$ cat src/rtl/fifo_sync_flags.sv
// ---------------------------------------------------------------------------
// fifo_sync_flags
//   Parametrised single-clock FIFO with occupancy count, almost-full /
//   almost-empty thresholds and overflow/underflow error pulses.
//
//   Optional feature macro: FIFO_FWFT_EN
//     undefined : standard mode, fifo_out registered, 1-cycle read latency
//     defined   : first-word-fall-through, fifo_out shows the head word
//                 continuously and read_en pops it
//
// Ports
//   clk          rising-edge clock
//   reset        synchronous, active-high reset
//   write_en     write request
//   fifo_in      write data
//   read_en      read request (pop in FWFT mode)
//   fifo_out     read data
//   empty        count == 0
//   full         count == DEPTH
//   almost_empty count <= AE_LEVEL
//   almost_full  count >= AF_LEVEL
//   count        words stored, 0..DEPTH
//   overflow     1-cycle pulse, write rejected because full
//   underflow    1-cycle pulse, read rejected because empty
//
// Parameter legal range: 0 < AE_LEVEL < AF_LEVEL < 2**ADDRESS_WIDTH
// ---------------------------------------------------------------------------
module fifo_sync_flags #(
    parameter int unsigned DATA_WIDTH    = 4,
    parameter int unsigned ADDRESS_WIDTH = 4,
    parameter int unsigned AF_LEVEL      = (2 ** ADDRESS_WIDTH) - 2,
    parameter int unsigned AE_LEVEL      = 1
) (
    input  logic                     clk,
    input  logic                     reset,
    input  logic                     write_en,
    input  logic [DATA_WIDTH-1:0]    fifo_in,
    input  logic                     read_en,
    output logic [DATA_WIDTH-1:0]    fifo_out,
    output logic                     empty,
    output logic                     full,
    output logic                     almost_empty,
    output logic                     almost_full,
    output logic [ADDRESS_WIDTH:0]   count,
    output logic                     overflow,
    output logic                     underflow
);

    localparam int unsigned DEPTH = 2 ** ADDRESS_WIDTH;
    localparam int unsigned CW    = ADDRESS_WIDTH + 1;

    logic [DATA_WIDTH-1:0]    mem [DEPTH];
    logic [ADDRESS_WIDTH-1:0] wr_ptr;
    logic [ADDRESS_WIDTH-1:0] rd_ptr;

    logic                     wr_accept_c;
    logic                     rd_accept_c;
    logic [CW-1:0]            count_next_c;

    // Accept decisions use only registered flags, never the opposite request.
    assign wr_accept_c = write_en && !full;
    assign rd_accept_c = read_en  && !empty;

    // Next occupancy; a simultaneous accepted write and read cancel out.
    always_comb begin
        count_next_c = count;
        unique case ({wr_accept_c, rd_accept_c})
            2'b10:   count_next_c = count + CW'(1);
            2'b01:   count_next_c = count - CW'(1);
            default: count_next_c = count;
        endcase
    end

    // Storage array, deliberately not reset.
    always_ff @(posedge clk) begin
        if (!reset && wr_accept_c) begin
            mem[wr_ptr] <= fifo_in;
        end
    end

    // Pointers, count, flags and error pulses.
    // Flags are registered from the next count so they match a decode of
    // the registered count without any path from the request inputs.
    always_ff @(posedge clk) begin
        if (reset) begin
            wr_ptr       <= '0;
            rd_ptr       <= '0;
            count        <= '0;
            empty        <= 1'b1;
            full         <= 1'b0;
            almost_empty <= 1'b1;
            almost_full  <= 1'b0;
            overflow     <= 1'b0;
            underflow    <= 1'b0;
        end else begin
            if (wr_accept_c) begin
                wr_ptr <= wr_ptr + ADDRESS_WIDTH'(1);
            end
            if (rd_accept_c) begin
                rd_ptr <= rd_ptr + ADDRESS_WIDTH'(1);
            end
            count        <= count_next_c;
            empty        <= (count_next_c == '0);
            full         <= (count_next_c == CW'(DEPTH));
            almost_empty <= (count_next_c <= CW'(AE_LEVEL));
            almost_full  <= (count_next_c >= CW'(AF_LEVEL));
            overflow     <= write_en && full;
            underflow    <= read_en && empty;
        end
    end

`ifdef FIFO_FWFT_EN
    // Head word is always visible; contents are meaningless while empty.
    always_comb begin
        fifo_out = mem[rd_ptr];
    end
`else
    // Registered read port; holds its value unless a read is accepted.
    always_ff @(posedge clk) begin
        if (reset) begin
            fifo_out <= '0;
        end else if (rd_accept_c) begin
            fifo_out <= mem[rd_ptr];
        end
    end
`endif

endmodule

$ cat config.mk
export PLATFORM = sky130hd
export DESIGN_NAME = fifo_sync_flags
export DESIGN_NICKNAME = d
export VERILOG_FILES = /design/src/rtl/fifo_sync_flags.sv
export SDC_FILE = /design/constraint.sdc
export NUM_CORES = 1
export LEC_CHECK = 0
export BUFFER_PORTS_ARGS = -buffer_cell sky130_fd_sc_hd__buf_4
export CAP_MARGIN = 30
export CORE_ASPECT_RATIO = 0.7
export CORE_MARGIN = 1.5
export CORE_UTILIZATION = 55
export DETAILED_ROUTE_END_ITERATION = 10
export PLACE_DENSITY = 0.83
export SLEW_MARGIN = 20
export SYNTH_ARGS = -nofsm -noshare
export SYNTH_HDL_FRONTEND = slang
export SYNTH_SLANG_ARGS = --single-unit
$ cat constraint.sdc
create_clock -name clk -period 3.3 [get_ports clk]
set_input_delay 0.66 -clock clk [delete_from_list [all_inputs] [get_ports clk]]
set_output_delay 0.66 -clock clk [all_outputs]
set_load 0.01 [all_outputs]
# ---- Yosys cells after proc, flatten, opt, wreduce, memory -nomap -nowiden
# Memory sizes are Yosys's and may differ from the RTL's. A register that Yosys moved wholly into a read port is not among the register bits.
# Index checks and enable logic that the tools add are counted.
dict set report totals {
  ff_bits 19
  latchBits 0
  mem_bits_rw 64
  romBits 0
  inputBits 8
  output_inout_bits 15
  n_memories 1
}
dict set report classes {
  addsub 4
  n_mul 0
  div 0
  magnitude_cmp 2
  n_eq_ne 3
  shift 0
  mux 3
  bitwise 0
  n_reduce_logical 9
}
# memory depth width read_ports rd_clocked_by_memory_dff write_ports line
set mem_list {}
lappend mem_list {mem 16 4 1 1 1 52} ;# logic [DATA_WIDTH-1:0] mem [DEPTH];
# operator count
set ops {}
lappend ops {{$pmux W5 S2} 1}
lappend ops {{$add A4 B1 Y4 const B} 2}
lappend ops {{$add A5 B1 Y5 const B} 1}
lappend ops {{$eq A5 B5 Y1 const B} 1}
lappend ops {{$ge A5 B4 Y1 const B} 1}
lappend ops {{$le A5 B1 Y1 const B} 1}
lappend ops {{$logic_and A1 B1 Y1} 5}
lappend ops {{$logic_not A5 Y1} 1}
lappend ops {{$sub A5 B1 Y5 const B} 1}
lappend ops {{$logic_not A1 Y1} 3}
lappend ops {{$eq A2 B1 Y1 const B} 1}
lappend ops {{$eq A2 B2 Y1 const B} 1}
lappend ops {{$mux W1} 2}

# ---- Logic depth before layout (Yosys ltp)
# Gate-level depths: netlist of the first run.
dict set report logic_depth {
  word_depth 5
  ltp_mapped 11
  depth_no_buf 9
}

# ---- Worst setup path before layout of the first run
# No wires, ideal clock.
dict set report synth_path {
  path_kind {input -> register}
  start {in read_en}
  end {reg full}
  setup_time_ns 0.073
  arrival_ns 2.785
  t_required_ns 3.227
  path_slack_ns 0.442
  path_stages 10
  path_buffers 2
  path_cell_list {nand2b_4 > buf_6 > inv_2 > clkbuf_1 > ha_1 > a221oi_2 > or4_4 > or4b_1 > nand4_2 > nor3b_2}
}
dict set report synth_via {
  elab_chain_cells 4
  word_cells_on_any_way 5
  cone_classes {eq/ne: 3; mux: 1; reduce/logical: 1}
}
# element line
set synth_rtl {}
lappend synth_rtl {{start: declaration} 38} ;# input logic read_en,
lappend synth_rtl {{$logic_and A1 B1 Y1 (*)} 62} ;# assign rd_accept_c = read_en && !empty;
lappend synth_rtl {{$eq A2 B1 Y1 / $eq A2 B2 Y1 (equally long branches)} 67} ;# unique case ({wr_accept_c, rd_accept_c})
lappend synth_rtl {{$pmux W5 S2 (*)} 67}
lappend synth_rtl {{$eq A5 B5 Y1 (*)} 104} ;# full <= (count_next_c == CW'(DEPTH));
lappend synth_rtl {{end signal: assignment} 104}
lappend synth_rtl {{end: declaration} 41} ;# output logic full,
# Every way passes the cells marked *; elsewhere a longest branch is shown, timed or not.
# A chain may end at the register's enable or synchronous reset.

# ---- Worst setup path in the final report of the first run
dict set report layout_path {
  start {in write_en}
  end {reg empty}
}
dict set report layout_via {
  elab_chain_cells 4
  word_cells_on_any_way 5
  cone_classes {eq/ne: 2; mux: 1; reduce/logical: 2}
}
# element line
set layout_rtl {}
lappend layout_rtl {{start: declaration} 36} ;# input logic write_en,
lappend layout_rtl {{$logic_and A1 B1 Y1 (*)} 61} ;# assign wr_accept_c = write_en && !full;
lappend layout_rtl {{$eq A2 B1 Y1 / $eq A2 B2 Y1 (equally long branches)} 67}
lappend layout_rtl {{$pmux W5 S2 (*)} 67}
lappend layout_rtl {{$logic_not A5 Y1 (*)} 103} ;# empty <= (count_next_c == '0);
lappend layout_rtl {{end signal: assignment} 103}
lappend layout_rtl {{end: declaration} 40} ;# output logic empty,
# Marked as above.

==> impl_summary.txt, run 1 <==
----------------------------------------------------
[Status]
  Result of the run ... completed

[Detailed routing]
  WL met1 ... ~3100 um
  Wire length reported by the detailed router ... 6570 um
  Drt first-iter violations ... between 150 and 200
  First-pass iteration count of the detailed router ... 4
  Top metal layer carrying routed signals ... met4
  Detail Route met2 WL ... 3000 um
  Number of routed nets with antenna violations ... 0
  Amount of wire on met3 after detailed routing ... 397 um
  Vias ... 1974
  Average vias per placed instance ... between 5 and 6
  Remaining routing DRC violations ... 0
  Final routed wire length divided by cell count ... about 18 um

[Global routing]
  Total routing resource utilization after global routing ... 20.3%
  Initial antenna violation count ... 0
  Final global-route overflow total ... 0
  First-pass GRT wire length ... 10400 um
  Largest net degree at the start of global routing ... 27
  Vias in the first global route ... 1961

[Min path]
  Hold path startpoint ... fifo_out[1]
  Hold WC Path Type ... flop to flop

[Critical path]
  Cell family with most CP delay ... simple AND/OR/NAND/NOR gates
  Launching instance or port of the critical path ... write_en
  Nature of the critical path endpoint ... flop
  Source of the worst register-to-register timing path ... empty
  Largest stage delay on the critical path ... 480 ps
  FF-to-FF setup slack ... 610 ps
  Crit start category ... input pin
  Crit path buffers/inverters ... 1
  Maximum net fanout on the critical path ... 7
  Worst endpoint required time ... 3590 ps
  Arrival @ worst endpoint ... around 3000 ps
  Slowest stage cell, crit path ... sky130_fd_sc_hd__nor4_1
  Classification of the worst setup path ... input pin to flop
  Cell repeated most along the worst path ... sky130_fd_sc_hd__mux2i_1
  List of cells traversed by the critical path ... buf_4 -> nor2b_4 -> nor2_2 -> xor2_1 -> ha_1 -> a21oi_1 -> mux2i_1 -> nor4_1 -> mux2i_1 -> o211a_1

[CTS]
  Htree depth ... 3
  Setup Buffers After CTS ... 0
  Root buffer selected by CTS ... sky130_fd_sc_hd__clkbuf_8
  Number of clock sinks seen by CTS ... 87
  Clock-pin slew reported for the worst setup and hold paths after clock tree synthesis ... 80 ps
  Clock tree from TritonCTS ... done
  Number of clock buffers inserted by TritonCTS ... 9
  Number of instances resized during post-cts repair ... 0
  Later-pin clock latency in the skew report ... 350 ps
  Number of hold-repair buffers added at the cts stage ... 0
  Number of buffers on the longest clock path ... 2

[Floorplan]
  Width of the die ... 101 um
  Area of the core ... 0.00634 mm2
  Number of ports placed on the die boundary ... 23
  Placement row count ... 24
  Area enclosed by the die boundary ... a little over 0.007 mm2
  Initial Utilization ... 58.1%
  Die Ht ... 71.4 um

[Final layout]
  Diode insertion count for antenna repair ... 0
  Area occupied by multi-input gates ... 0.00119 mm2
  Fraction of layout cells with a size suffix above 1 ... 25.1%
  Final layout net count ... 277
  Number of standard cells in the layout, taps in and fillers out ... between 300 and 400
  Post-route design area ... approximately 0.0041 mm2
  Filler cells ... 446
  Growth of design area from synthesis to finish ... 11.0%
  Sequential cell area ... 0.00238 mm2

[Pwr]
  Power spent charging and discharging nets ... roughly 0.69 mW
  Overall Power ... 2.51 mW
  Worst VDD drop ... 0.404 mV
  Portion of total power attributed to combinational logic ... 20.2%
  Internal Pwr Total ... 1.82 mW
  Fraction of power consumed by the clock network ... around 29%
  Power Dens Cells ... 615 mW/mm2
  Sw Ratio ... 27.5%
  Leakage dissipation ... 1.38 nW
  Sequential Power Share ... 51.0%

[Synthesis]
  Number of enable flip-flop cells after synthesis ... 64
  Most used flip-flop cell after synthesis ... sky130_fd_sc_hd__edfxtp_1
  Top cell type's share of synthesized area ... 52.2%
  Top cell type by total area after synthesis ... sky130_fd_sc_hd__edfxtp_1
  Post-Synthesis Net Count ... ~260
  Post-synth cell types ... 40
  Post-synthesis sequential area ratio ... 64.8%
  Post-synthesis cell area ... between 0.003 and 0.004 mm2
  Number of cells produced by synthesis ... 244
  Mean area per synthesized cell ... between 15 and 20 um2
  Yosys warns ... 0
  Most area-consuming cells after synthesis ... sky130_fd_sc_hd__edfxtp_1, sky130_fd_sc_hd__dfxtp_1, sky130_fd_sc_hd__mux4_2, sky130_fd_sc_hd__nor2_1, sky130_fd_sc_hd__ha_1
  Flip-flop and latch count after synthesis ... 87
  Fraction of synthesis flops using an asynchronous set or reset pin ... 0%

[Timing]
  Headroom to the max-slew limit ... 40.5%
  Final critical-path required period ... 2710 ps
  Max Clk Rate ... 369 MHz
  Unrepaired setup endpoints after global routing ... false
  Count of pins over their slew limit ... 0
  Post-Route Skew ... 14.5 ps
  Number of failing hold endpoints at the final stage ... 0
  Worst Max-Slew Pin Slew ... 892 ps
  Endpoints failing setup ... 0
  Post-route setup TNS ... 0 ps
  Final worst path period share ... between 80% and 90%

[Place]
  Number of buffer cells added on primary ports ... 22
  Cell area reported after detailed placement ... 0.00389 mm2
  DP Cell Count ... about 340
  Gp weighted congestion ... 0.754
  Detailed placement HPWL ... 4750 um

[Run]
  Reported max-cap violation count ... 0

----------------------------------------------------
layout by cell type (no fill, tap or decap), types with 2 or more instances in the layout:
cell type and n:
sky130_fd_sc_hd__nand2_1 20, sky130_fd_sc_hd__inv_6 2, sky130_fd_sc_hd__mux2i_1 3, sky130_fd_sc_hd__ha_1 7, sky130_fd_sc_hd__nand2b_1 3, sky130_fd_sc_hd__nor4_1 2, sky130_fd_sc_hd__nor2_1 31, sky130_fd_sc_hd__edfxtp_1 64
sky130_fd_sc_hd__xor2_1 7, sky130_fd_sc_hd__nor3_1 6, sky130_fd_sc_hd__nand3_1 2, sky130_fd_sc_hd__mux4_2 20, sky130_fd_sc_hd__a21oi_1 8, sky130_fd_sc_hd__buf_4 23, sky130_fd_sc_hd__inv_1 4, sky130_fd_sc_hd__dfxtp_1 23
sky130_fd_sc_hd__xnor2_1 5, sky130_fd_sc_hd__nand4_1 2, sky130_fd_sc_hd__clkinvlp_4 2, sky130_fd_sc_hd__clkbuf_8 9
final cells by class:
| cell class | instances | area share, % |
|---|---|---|
| Timing Repair Buffer | 23 | 4.23 |
| Clock buffer | 9 | 3.03 |
| Clock inverter | 7 | 1.75 |
| Multi-Input combinational cell | 135 | 29.2 |
| Inverter | 6 | 0.674 |
| Tap cell | 91 | 2.79 |
| Sequential cell | 87 | 58.4 |
flip-flops by register name (all words and copies together), names as in the netlist:
signal,flops
mem,64
count,5
fifo_out,4
rd_ptr,4
wr_ptr,4
almost_empty,1
almost_full,1
empty,1
full,1
overflow,1
underflow,1
power groups by stage:
stage               sequential, mW  clock, mW  combinational [mW]
floorplan                     1.29          0               0.375
global placement              1.30          0               0.492
detailed placement            1.31          0               0.507
CTS                           1.28      0.730               0.509
global route                  1.29      0.771               0.558
finish                        1.28      0.722               0.507
kinds of logic after synthesis:
kind of cell | share of synthesized area [%]
buf+inv | 2.89
fa+ha+maj | 2.38
compound gates | 2.65
flops | 64.8
mux | 13.1
simple gates | 10.8
xor+xnor | 3.47
synth_stat cells, types with 2 or more instances:
cell	number
sky130_fd_sc_hd__xnor2_1	5
sky130_fd_sc_hd__xor2_1	7
sky130_fd_sc_hd__buf_2	3
sky130_fd_sc_hd__mux2i_1	3
sky130_fd_sc_hd__edfxtp_1	64
sky130_fd_sc_hd__buf_6	2
sky130_fd_sc_hd__dfxtp_1	23
sky130_fd_sc_hd__nor4_1	2
sky130_fd_sc_hd__inv_1	4
sky130_fd_sc_hd__ha_1	7
sky130_fd_sc_hd__clkbuf_1	11
sky130_fd_sc_hd__nand3_1	2
sky130_fd_sc_hd__nand4_1	2
sky130_fd_sc_hd__nand2_1	20
sky130_fd_sc_hd__mux4_2	20
sky130_fd_sc_hd__nor2_1	31
sky130_fd_sc_hd__a21oi_1	8
sky130_fd_sc_hd__nand2b_1	3
sky130_fd_sc_hd__nor3_1	6
routing by layer:
| layer | up-vias | track usage (%) |
|---|---|---|
| met4 | 0 | 3.76 |
| met5 | - | 0 |
| met3 | 4 | 6.83 |
| li1 | 937 | - |
| met1 | 980 | 29.8 |
| met2 | 53 | 30.4 |
stage by stage:
stage	utilization, %	hold slack, ps	setup slack [ps]
after floorplan	-	466	442
after global placement	61.3	450	316
after detailed placement	61.3	456	217
after CTS	64.4	467	604
after global routing	64.4	479	386
final	64.4	463	588
final timing paths:
| check | depth (start not counted) | endpoint |
|---|---|---|
| max | 10 | empty |
| min | 2 | fifo_out[1] |
| max reg2reg | 9 | empty |
| min reg2reg | 2 | fifo_out[1] |
worst min-delay path: stages (launching register included):
cell	delay, ps
sky130_fd_sc_hd__dfxtp_1	320
sky130_fd_sc_hd__nand2_1	50
sky130_fd_sc_hd__a21oi_1	50
Power figures use the tool's default switching activity.
==> run 2, diff against run 1 <==
==> constraint.sdc (replaced) <==
create_clock -name clk -period 2.6 [get_ports clk]
set_input_delay 0.52 -clock clk [delete_from_list [all_inputs] [get_ports clk]]
set_output_delay 0.52 -clock clk [all_outputs]
set_load 0.01 [all_outputs]
==> run 2 against run 1 <==
First-iteration DRC count rose by 54%. Highest routed layer unchanged. Non-clock buffer count up 11. Combinational power increased by 35%. Total power increased by 25%. Clock-buffer cell count did not move. Global-route usage grew 1.2 points. Worst hold slack worse by 38 ps. Routed wire length rose by 2.9%. Critical path depth fell by 1. Final cell count is 3.1% higher. Final area rose by 1.7%. Clock power up 14%.
==> impl_summary.txt, run 2 (synthesis gave the netlist of run 1 again) <==
----------------------------------------------------
[Global routing]
  Initial antenna violation count ... 0 (unchanged)
  Final global-route overflow total ... 0 (unchanged)
  Global routing met3 resource utilization ... 6.24% (-0.59 points)
  Fraction of met2 tracks used by global routing ... 28.9% (-1.5 points)
  Largest net degree at the start of global routing ... 27 (unchanged)
  First-pass GRT wire length ... 11100 um (+6.4%)
  Total routing resource utilization after global routing ... 21.5% (+1.2 points)
  Vias in the first global route ... 1995 (+1.7%)
  Most used routing layer in global routing ... met1
  Met1 routing resource usage after global routing ... 34.2% (+4.4 points)

[Floorplan]
  Area enclosed by the die boundary ... 0.00720 mm2 (unchanged)
  Area of the core ... 0.00634 mm2 (unchanged)
  Number of ports placed on the die boundary ... 23 (unchanged)
  Die Ht ... 71.4 um (unchanged)
  Initial Utilization ... 58.1% (unchanged)
  Width of the die ... 101 um (unchanged)
  Placement row count ... 24 (unchanged)

[Final layout]
  Largest regs ... mem (64), count (5)
  Sequential cell area ... 0.00238 mm2 (unchanged)
  Final layout net count ... 288 (+4.0%)
  Fraction of layout cells with a size suffix above 1 ... 28.8% (+3.7 points)
  Flip-flop count of the largest register after layout ... 64 (unchanged)
  Utilization after layout ... 65.5% (+1.1 points)
  Top register by number of flip-flops ... mem
  Post-route design area ... 0.00415 mm2 (+1.7%)
  Filler cells ... 455 (+2.0%)
  Diode insertion count for antenna repair ... 0 (unchanged)
  Commonest cells after routing, fill and taps aside ... sky130_fd_sc_hd__edfxtp_1, sky130_fd_sc_hd__buf_4, sky130_fd_sc_hd__nor2_1
  Area occupied by multi-input gates ... 0.00120 mm2 (+0.84%)
  Growth of design area from synthesis to finish ... 12.8%
  Most frequent standard cell in the layout excluding fill and tap cells ... sky130_fd_sc_hd__edfxtp_1

[Critical path]
  Maximum net fanout on the critical path ... 6 (-1)
  Worst endpoint required time ... 2880 ps (-710 ps)
  Crit start category ... flop
  Slowest stage cell, crit path ... sky130_fd_sc_hd__or4b_1
  Cell family with most CP delay ... simple AND/OR/NAND/NOR gates
  Largest stage delay on the critical path ... 530 ps (+50 ps)
  Arrival @ worst endpoint ... 2670 ps (-330 ps)
  Classification of the worst setup path ... flop to flop
  Crit path buffers/inverters ... 2 (+1)
  List of cells traversed by the critical path ... nor2b_4 -> clkinv_4 -> ha_1 -> inv_1 -> nor4_1 -> or4_4 -> or4b_1 -> nand4_2 -> nor3b_2
  Nature of the critical path endpoint ... flop

[CTS]
  Number of buffers on the longest clock path ... 2 (unchanged)
  Number of hold-repair buffers added at the cts stage ... 0 (unchanged)
  Number of clock sinks seen by CTS ... 87 (unchanged)
  Setup Buffers After CTS ... 0 (unchanged)
  Htree depth ... 3 (unchanged)
  Clock-pin slew reported for the worst setup and hold paths after clock tree synthesis ... 90 ps (about the same)
  Clock tree from TritonCTS ... done
  Later-pin clock latency in the skew report ... 350 ps (about the same)
  Number of clock buffers inserted by TritonCTS ... 9 (unchanged)
  Number of instances resized during post-cts repair ... 0 (unchanged)
  Root buffer selected by CTS ... sky130_fd_sc_hd__clkbuf_8

[Detailed routing]
  Drt first-iter violations ... 256 (+54%)
  Average vias per placed instance ... 5.56 (+0.90%)
  Number of routed nets with antenna violations ... 0 (unchanged)
  First-pass iteration count of the detailed router ... 4 (unchanged)
  Wire length reported by the detailed router ... 6770 um (+2.9%)
  Final routed wire length divided by cell count ... 18.3 um (-0.13%)
  Vias ... 2053 (+4.0%)
  Remaining routing DRC violations ... 0 (unchanged)

[Timing]
  Count of pins over their slew limit ... 0 (unchanged)
  Max Clk Rate ... 419 MHz
  Headroom to the max-slew limit ... 59.9% (+19 points)
  Worst hold slack across all endpoints ... 425 ps (-37.8 ps)
  Endpoints failing setup ... 0 (unchanged)
  Unrepaired setup endpoints after global routing ... false
  Post-route setup TNS ... 0 ps (unchanged)
  Number of failing hold endpoints at the final stage ... 0 (unchanged)
  Final worst path period share ... between 90% and 100%
  Post-Route Skew ... 6.99 ps (-7.56 ps)
  Worst Max-Slew Pin Slew ... 597 ps (-294 ps)
  Final critical-path required period ... 2390 ps

[Status]
  Result of the run ... completed

[Place]
  Gp weighted congestion ... 0.840 (+11%)
  Number of buffer cells added on primary ports ... 22 (unchanged)
  Cell area reported after detailed placement ... 0.00398 mm2 (+2.3%)
  Detailed placement HPWL ... 4770 um (+0.32%)

[Pwr]
  Power Dens Cells ... 753 mW/mm2 (+23%)
  Leakage dissipation ... 1.43 nW (+3.6%)
  Worst VDD drop ... 0.414 mV (+2.7%)

[Run]
  Reported max-cap violation count ... 0 (unchanged)

[Min path]
  Hold WC Path Type ... input pin to flop

----------------------------------------------------
-- run 2: cell types whose count changed in the layout (fill, tap and decap cells not counted) --
cell,change
sky130_fd_sc_hd__buf_4,+11
sky130_fd_sc_hd__a21oi_1,-1
sky130_fd_sc_hd__a21oi_2,+1
sky130_fd_sc_hd__bufinv_16,-1
sky130_fd_sc_hd__clkinv_2,+1
sky130_fd_sc_hd__clkinv_4,+1
sky130_fd_sc_hd__clkinvlp_4,-1
sky130_fd_sc_hd__nor4_1,-1
sky130_fd_sc_hd__nor4_2,+1
-- run 2: path summary, 6_finish.rpt --
| path | cells after the start | slack (ps) | endpoint | startpoint |
|---|---|---|---|---|
| min reg2reg | 2 | 460 | fifo_out[2] | fifo_out[2] |
| min | 3 | 430 | underflow | read_en |
| max | 9 | 210 | full | full |
| max reg2reg | 9 | 210 | full | full |
-- run 2: area by class of cell --
class	instances	area share, %
Multi-Input combinational cell	135	28.9
Clock inverter	7	1.15
Timing Repair Buffer	34	6.15
Clock buffer	9	2.98
Tap cell	91	2.74
Sequential cell	87	57.4
Inverter	6	0.663
-- run 2: through the flow --
stage	cells	worst slack, ps	power (mW)
final	369	212	3.13
after global routing	369	96.2	3.28
after CTS	369	197	3.14
after detailed placement	353	-37.6	2.33
after global placement	353	33.8	2.31
after floorplan	244	16.1	2.11
-- run 2: routing by layer --
layer  up-vias  wire [um]  part of all wire [%]
met5         -          0                     0
li1        960          -                     -
met3         6        526                   7.8
met2        68       3010                    44
met1      1019       3180                    47
met4         0         55                  0.81
-- run 2: tightest hold or removal path: stages --
cell and delay, ps:
sky130_fd_sc_hd__buf_4 120, sky130_fd_sc_hd__nand2_1 60, sky130_fd_sc_hd__nor2_1 30
-- run 2: power by group --
group	switching [mW]	leakage [nW]	total (mW)	internal, mW
Combinational	0.344	0.582	0.684	0.339
Sequential	0.0730	0.764	1.62	1.55
Clock	0.475	0.0874	0.824	0.349
Total	0.892	1.43	3.13	2.23
